## config.mk

```make
export PLATFORM = sky130hd
export DESIGN_NAME = classifier_argmax_sched
export DESIGN_NICKNAME = d
export VERILOG_FILES = /design/src/rtl/cnn_cls_pkg.sv /design/src/rtl/cls_score_buf.sv /design/src/rtl/classifier_argmax_sched.sv
export SDC_FILE = /design/constraint.sdc
export NUM_CORES = 1
export LEC_CHECK = 0
export ABC_AREA = 0
export BUFFER_PORTS_ARGS = -buffer_cell sky130_fd_sc_hd__buf_2
export CAP_MARGIN = 0
export CORE_ASPECT_RATIO = 1.2
export CORE_MARGIN = 2
export CORE_UTILIZATION = 35
export DETAILED_ROUTE_END_ITERATION = 10
export GPL_TIMING_DRIVEN = 0
export PLACE_DENSITY_LB_ADDON = 0.1
export SYNTH_ARGS = -nofsm -noshare
export SYNTH_HDL_FRONTEND = slang
export SYNTH_SLANG_ARGS = --single-unit
```

## constraint.sdc

```tcl
create_clock -name clk -period 9 [get_ports clk]
set_input_delay 0.45 -clock clk [delete_from_list [all_inputs] [get_ports clk]]
set_output_delay 0.45 -clock clk [all_outputs]
set_load 0.005 [all_outputs]
```

## src/rtl/cnn_cls_pkg.sv

```systemverilog
// Shared types and default sizing for the CNN classification stage.
// Optional build macro used by this stage: CLASSIFIER_MARGIN_EN.
package cnn_cls_pkg;

  localparam int DEF_INPUT_BITS = 12;
  localparam int DEF_NUM_CLASS  = 10;
  localparam int DEF_IDX_BITS   = 4;

  typedef enum logic [1:0] {
    COLLECT = 2'd0,
    SCAN    = 2'd1,
    HOLD    = 2'd2
  } cls_state_e;

  typedef logic signed [DEF_INPUT_BITS-1:0] score_t;

endpackage

```

## src/rtl/cls_score_buf.sv

```systemverilog
// Frame buffer for class scores: one synchronous write port, one
// combinational read port. Contents are not reset.
module cls_score_buf #(
  parameter int W  = 12,
  parameter int N  = 10,
  parameter int AW = 4
) (
  input  logic          clk,
  input  logic          we,
  input  logic [AW-1:0] waddr,
  input  logic [W-1:0]  wdata,
  input  logic [AW-1:0] raddr,
  output logic [W-1:0]  rdata
);

  logic [W-1:0] mem [N];

  always_ff @(posedge clk) begin
    if (we && (waddr < AW'(N))) begin
      mem[waddr] <= wdata;
    end
  end

  assign rdata = (raddr < AW'(N)) ? mem[raddr] : '0;

endmodule

```

## src/rtl/classifier_argmax_sched.sv

```systemverilog
// Buffers one frame of signed class scores, runs a serial argmax with a single
// comparator, and hands the winner downstream. CLASSIFIER_MARGIN_EN adds a margin output.
module classifier_argmax_sched
  import cnn_cls_pkg::*;
#(
  parameter int INPUT_BITS = DEF_INPUT_BITS,
  parameter int NUM_CLASS  = DEF_NUM_CLASS,
  parameter int IDX_BITS   = DEF_IDX_BITS
) (
  input  logic                         clk,
  input  logic                         rst,
  input  logic                         in_valid,
  output logic                         in_ready,
  input  logic [INPUT_BITS-1:0]        in_data,
  input  logic                         in_last,
  output logic                         out_valid,
  input  logic                         out_ready,
  output logic [IDX_BITS-1:0]          class_idx,
  output logic signed [INPUT_BITS-1:0] max_score,
  output logic                         frame_err,
`ifdef CLASSIFIER_MARGIN_EN
  output logic [INPUT_BITS:0]          margin,
`endif
  output cls_state_e                   dbg_state
);

  // Handshakes: a transfer happens on a rising edge where valid & ready are
  // both high; a producer holds its data stable while valid is high and ready low.

  cls_state_e state, state_nxt;
  logic [IDX_BITS-1:0]          cnt, cnt_nxt;
  logic signed [INPUT_BITS-1:0] run_max, run_max_nxt;
  logic [IDX_BITS-1:0]          run_idx, run_idx_nxt;
  logic [IDX_BITS-1:0]          class_idx_nxt;
  logic signed [INPUT_BITS-1:0] max_score_nxt;
  logic                         out_valid_nxt, frame_err_nxt;
  logic signed [INPUT_BITS-1:0] rd_data;
  logic                         beat_acc, last_slot;
`ifdef CLASSIFIER_MARGIN_EN
  logic signed [INPUT_BITS-1:0] run_2nd, run_2nd_nxt;
  logic [INPUT_BITS:0]          margin_nxt;
`endif

  assign in_ready  = (state == COLLECT);
  assign beat_acc  = in_valid & in_ready;
  assign last_slot = (cnt == IDX_BITS'(NUM_CLASS - 1));
  assign dbg_state = state;

  // cnt is the write address while collecting and the scan index while scanning.
  cls_score_buf #(.W(INPUT_BITS), .N(NUM_CLASS), .AW(IDX_BITS)) u_buf (
    .clk   (clk),
    .we    (beat_acc),
    .waddr (cnt),
    .wdata (in_data),
    .raddr (cnt),
    .rdata (rd_data)
  );

  always_ff @(posedge clk) begin
    if (rst) begin
      state     <= COLLECT;
      cnt       <= '0;
      run_max   <= '0;
      run_idx   <= '0;
      class_idx <= '0;
      max_score <= '0;
      out_valid <= 1'b0;
      frame_err <= 1'b0;
    end else begin
      state     <= state_nxt;
      cnt       <= cnt_nxt;
      run_max   <= run_max_nxt;
      run_idx   <= run_idx_nxt;
      class_idx <= class_idx_nxt;
      max_score <= max_score_nxt;
      out_valid <= out_valid_nxt;
      frame_err <= frame_err_nxt;
    end
  end

`ifdef CLASSIFIER_MARGIN_EN
  always_ff @(posedge clk) begin
    if (rst) begin
      run_2nd <= '0;
      margin  <= '0;
    end else begin
      run_2nd <= run_2nd_nxt;
      margin  <= margin_nxt;
    end
  end
`endif

  always_comb begin
    state_nxt     = state;
    cnt_nxt       = cnt;
    run_max_nxt   = run_max;
    run_idx_nxt   = run_idx;
    class_idx_nxt = class_idx;
    max_score_nxt = max_score;
    out_valid_nxt = out_valid;
    frame_err_nxt = 1'b0;
`ifdef CLASSIFIER_MARGIN_EN
    run_2nd_nxt   = run_2nd;
    margin_nxt    = margin;
`endif
    case (state)
      COLLECT: begin
        if (beat_acc) begin
          if (last_slot) begin
            cnt_nxt       = '0;
            state_nxt     = SCAN;
            frame_err_nxt = ~in_last;
          end else if (in_last) begin
            cnt_nxt       = '0;
            frame_err_nxt = 1'b1;
          end else begin
            cnt_nxt = cnt + IDX_BITS'(1);
          end
        end
      end
      SCAN: begin
        // Index 0 seeds the running max; strict > keeps the lowest index on ties.
        if (cnt == '0) begin
          run_max_nxt = rd_data;
          run_idx_nxt = '0;
`ifdef CLASSIFIER_MARGIN_EN
          run_2nd_nxt = {1'b1, {(INPUT_BITS-1){1'b0}}};
`endif
        end else if (rd_data > run_max) begin
          run_max_nxt = rd_data;
          run_idx_nxt = cnt;
`ifdef CLASSIFIER_MARGIN_EN
          run_2nd_nxt = run_max;
        end else if (rd_data >= run_2nd) begin
          run_2nd_nxt = rd_data;
`endif
        end
        if (last_slot) begin
          class_idx_nxt = run_idx_nxt;
          max_score_nxt = run_max_nxt;
          out_valid_nxt = 1'b1;
          cnt_nxt       = '0;
          state_nxt     = HOLD;
`ifdef CLASSIFIER_MARGIN_EN
          margin_nxt = {run_max_nxt[INPUT_BITS-1], run_max_nxt}
                     - {run_2nd_nxt[INPUT_BITS-1], run_2nd_nxt};
`endif
        end else begin
          cnt_nxt = cnt + IDX_BITS'(1);
        end
      end
      HOLD: begin
        if (out_ready) begin
          out_valid_nxt = 1'b0;
          state_nxt     = COLLECT;
        end
      end
      default: state_nxt = COLLECT;
    endcase
  end

endmodule

```

; ---- Yosys cells after proc, flatten, opt, wreduce, memory -nomap -nowiden
; Memories as Yosys holds them, arrays and structs flattened. A register that Yosys moved wholly into a read port is not among the register bits.
; Index checks and enable logic that the tools add are counted.
[op_classes]
n_eq_ne = 7
n_bitwise = 4
n_lt_le_gt_ge = 2
mul = 0
reduce_logical = 10
shift = 0
add_sub_neg = 1
n_div = 0
muxes = 24
[ops]
columns = operator, count
row1 = two-way mux 12 bit, 3
row2 = two-way mux 4 bit, 8
row3 = > comparator 12 bit, 1
row4 = two-way mux 2 bit, 4
row5 = case mux 4 bit (2 select lines), 1
row6 = two-way mux 1 bit, 6
row7 = case mux 2 bit (3 select lines), 1
row8 = "adder 4 x 1 -> 4 bit, second input constant", 1
row9 = "equality test 4 bit, second input constant", 1
row10 = logical NOT 4 bit, 1
row11 = "< comparator 4 bit, second input constant", 1
row12 = "!= test 2 x 1 -> 1 bit, second input constant", 2
row13 = "!= test 2 bit, second input constant", 2
row14 = AND reduction 2 bit, 2
row15 = AND reduction 4 bit, 1
row16 = nonzero test 2 bit, 2
row17 = NOT 1 bit, 3
row18 = AND reduction 3 bit, 1
row19 = OR reduction 3 bit, 1
row20 = "equality test 2 x 1 -> 1 bit, second input constant", 1
row21 = "equality test 2 bit, second input constant", 1
row22 = logical NOT 2 bit, 1
row23 = case mux 1 bit (2 select lines), 1
row24 = AND 1 bit, 1
row25 = logical AND 1 bit, 1
[totals]
memories = 1
latchBits = 0
romBits = 0
input_bits = 17
regBits = 40
ram_bits = 120
word_cells = 57
[memory_table]
columns = name, depth, word_bits, rd, rd_ports_with_merged_regs, write_ports, line_no
row1 = u_buf.mem, 10, 12, 1, 1, 1, cls_score_buf.sv:16  ; logic [W-1:0] mem [N];

; ---- Logic depth before layout (Yosys ltp)
[logic_depth]
word_depth = 7
mapped_depth = 14
depth_no_buf = 10

; ---- Modules after synthesis
; Synthesis repeated with hierarchy kept, for this count alone.
[unflattened]
hier_cells = 511
hier_area_um2 = 7000.5
[modules_own_cells]
columns = module, n_inst, area_each_um2, cells_per_inst
row1 = cls_score_buf, 1, 4790.8, 262
row2 = classifier_argmax_sched, 1, 2209.6, 249

; ---- Worst setup path after synthesis
; No wires, ideal clock.
[synth_path]
path_type = register to register
from = register (tool-made name)
to = register max_score[5]
setup_slack_ns = 5.575
path_stages_with_launch = 15
synth_period_minus_slack_ns = 3.425
t_arrival_ns = 3.337
setup_ns = 0.088
path_cell_list = dfxtp_1 > buf_4 > buf_6 > mux4_2 > o22ai_1 > a211oi_1 > ha_1 > and3_4 > a221o_1 > a221oi_4 > a211o_1 > buf_6 > buf_12 > nand3_2 > a311oi_2
[synth_lines]
columns = element, line_no
row1 = end signal: assignment, classifier_argmax_sched.sv:75  ; max_score <= max_score_nxt;
row2 = end: declaration, classifier_argmax_sched.sv:19  ; output logic signed [INPUT_BITS-1:0] max_score,

==> results.tsv <==
stage	metric	value	unit
run_status	status	finished, final reports clean	
cells_and_area	Antenna diodes	0	
sta	Fin Setup TNS	0	ns
clock_tree	post-CTS sizing	0	
clock_tree	clk buf depth	2	
global_route	GRT Util Overall	0.159	
floorplanning	Die W	133	um
logic_synthesis	synthesized area per cell	14.6	um^2
detailed_routing	drc violations	0	
worst_setup_path	worst-case reg-to-reg path depth	13	
sta	Hold Fails Final Rpt	0	
worst_setup_path	crit-path max FO	10	
worst_setup_path	critical path capture point	run_max[6]	
worst_hold_path	Hold WC Path Type	primary input to flop	
global_route	initial antenna violation count	0	
global_route	met3 GRT Util	0.0306	
clock_tree	total CTS buffers	17	
logic_synthesis	ranking of synthesized cells by area	edfxtp_1 (51%), dfxtp_1 (13%), mux4_2 (7.7%), ha_1 (2.9%), nand3_1 (2.0%)	
global_route	pin count of the biggest net entering global routing	17	
logic_synthesis	Mapped Area	7020	um^2
clock_tree	hold_buf cts	0	
clock_tree	Post-CTS Setup Inserts	0	
place	IO buf count	37	
clock_tree	CTS tree	built	
logic_synthesis	most common cell in the synthesized netlist	edfxtp_1	
logic_synthesis	Seq cells post-synth	164	
cells_and_area	area grow syn2layout	15.5	%
worst_setup_path	critical path class	flop to flop	
global_route	number of global-route vias before repair	4393	
worst_setup_path	reg2reg setup slack	4.82	ns
floorplanning	FP Rows	56	
sta	RSZ-0062 raised after global routing	no	
detailed_routing	DRT Pass-1 Iters	5	
logic_synthesis	Mapped Cells	482	
pwr	leakage power total	2.58	nW
worst_setup_path	Crit path arrival time	4.53	ns
pwr	power density cells	197	nW/um^2
sta	Worst Skew	0.0126	ns
clock_tree	H-tree depth	4	
logic_synthesis	most frequent cells after synthesis	edfxtp_1 (120), dfxtp_1 (44), nor2_1 (29)	
place	DP Wirelength	11.0	mm
cells_and_area	final-stage net count	574	
sta	max frequency	239	MHz
floorplanning	Core ar.	19600	um^2
floorplanning	die area	21200	um^2
pwr	Max VDD drop	0.128	mV
worst_setup_path	critical path required time	9.35	ns
logic_synthesis	Yosys cell types	58	
global_route	GRT busiest layer	met2	
logic_synthesis	EDFF count, synth	120	
detailed_routing	routed len/inst	19.7	um
floorplanning	I/O pins	38	
logic_synthesis	asr flop ratio synth	0	
sta	Final Setup Violations	0	
sta	Max-slew headroom	0.419	
global_route	Overflow after GRT	0	
detailed_routing	vias	4193	
clock_tree	clock latency at the later pin of the worst-skew pair	0.43	ns
place	GPL Wtd Cong	0.818	
global_route	grt met2 use	0.279	
clock_tree	clock-pin slew on the worst setup and hold paths	0.06	ns
cells_and_area	share of post-route cells with drive strength above 1	0.253	
logic_synthesis	Synthesized Nets	515	
worst_setup_path	Crit Reg-Reg Endpoint	run_max[6]	
worst_setup_path	startpoint types	flop	
logic_synthesis	sequential-to-total area share from yosys stat	0.639	
clock_tree	TritonCTS Sinks	164	
job	max_cap viols	0	
logic_synthesis	prevailing post-synth register cell	edfxtp_1	
logic_synthesis	Syn. warnings	0	
global_route	M1 GR Usage	0.191	
logic_synthesis	share of the synthesized area in the top cell type	0.513	
sta	fin crit share	0.465	
detailed_routing	drt initial violations	358	
cells_and_area	fill cell count	1864	
detailed_routing	Via density	5.14	
global_route	first-pass GRT wire length	25.3	mm
detailed_routing	post-route ant nets	0	
detailed_routing	Total Wirelength	16.1	mm
sta	Slew Limit Fails	0	
logic_synthesis	area leader, netlist	edfxtp_1	
cells_and_area	post-layout util	0.413	
sta	Tightest Pin Transition	0.870	ns
clock_tree	Root Buffer	clkbuf_16	
floorplanning	Die Height	159	um
sta	clock period minus worst slack	4.18	ns
floorplanning	initial core utilization	0.358	
worst_setup_path	endpoint type of the worst setup path	flop	
## report_power, final
group	switching, mW	internal [mW]
registers	0.00214	0.817
logic	0.0710	0.0428
clock network	0.309	0.357
## layout make-up
class	instances	area (um^2)	area share
buffer	33	185	0.0228
clock buffer	19	433	0.0534
clock inverter	13	100	0.0123
inverter	15	56.3	0.00695
multi-input combinational	270	2310	0.285
sequential	164	4480	0.553
tap	261	327	0.0403
timing repair buffer	40	211	0.0261
## sequential cells by signal, indices dropped and copies added, names as in the netlist, named ones only
| signal | flops |
|---|---|
| run_max | 12 |
| out_valid | 1 |
| u_buf.mem | 120 |
| frame_err | 1 |
| dbg_state | 2 |
| run_idx | 4 |
| class_idx | 4 |
| cnt | 4 |
| max_score | 12 |
## worst min path at each step
stage	from	end	slack [ns]	cells past startpoint
floorplan	run_idx[0]	run_idx[0]	0.45	2
global placement	out_valid	out_valid	0.45	2
detailed placement	run_idx[0]	run_idx[0]	0.46	2
CTS	out_ready	dbg_state[1]	0.30	3
global route	out_ready	dbg_state[1]	0.32	3
finish	in_data[6]	u_buf.mem[7][6]	0.32	1
## per-layer routing
metal	share of wire	vias up
li1	-	2016
met1	0.43	2067
met2	0.52	89
met3	0.029	21
met4	0.018	0
met5	0	-
## worst max-delay path: stages (launching register included)
cell      delay, ns
dfxtp_1        0.31
clkbuf_1       0.28
buf_2          0.38
mux4_2         0.27
o22ai_1        0.10
a211oi_1       0.54
ha_1           0.32
and4_4         0.28
nand3_2        0.16
a22o_4         0.33
a211oi_4       0.35
clkbuf_1       0.47
o211ai_1       0.14
a21oi_1        0.17
## logic make-up (layout without fill, tap and decap cells)
logic type / Yosys count / after routing / share of synthesized area
AOI/OAI and AO/OA: 103 / 103 / 0.113
xor gates and xnor gates: 1 / 1 / 0.00125
adders and majority gates: 16 / 16 / 0.0285
buffers and inverters: 48 / 120 / 0.0344
DFF: 164 / 164 / 0.639
muxes: 36 / 36 / 0.0941
and+or+nand+nor: 114 / 114 / 0.0896
## through the flow
step	power [mW]	hold slack [ns]	instances	worst slack, ns	area (um^2)
floorplan	0.913	0.448	482	5.57	7020
finish	1.60	0.324	815	4.82	8110
detailed placement	0.951	0.461	783	4.76	7570
CTS	1.61	0.298	815	4.73	8110
global route	1.66	0.322	815	4.48	8110
global placement	0.948	0.453	780	4.72	7530
## placed cells by master (no fill, tap or decap), types with 8 or more instances in the layout
cell type / n
clkbuf_1: 20
o211ai_1: 11
nand2_1: 11
dfxtp_1: 44
nor2_1: 28
and2_1: 8
nand3_2: 8
o22ai_1: 12
mux4_2: 24
edfxtp_1: 120
clkbuf_16: 17
a21oi_1: 23
a211oi_1: 11
nand3_1: 28
ha_1: 16
inv_1: 15
mux2i_1: 12
o21ai_0: 8
buf_2: 43
No activity file was read; power rests on OpenSTA's default activity.
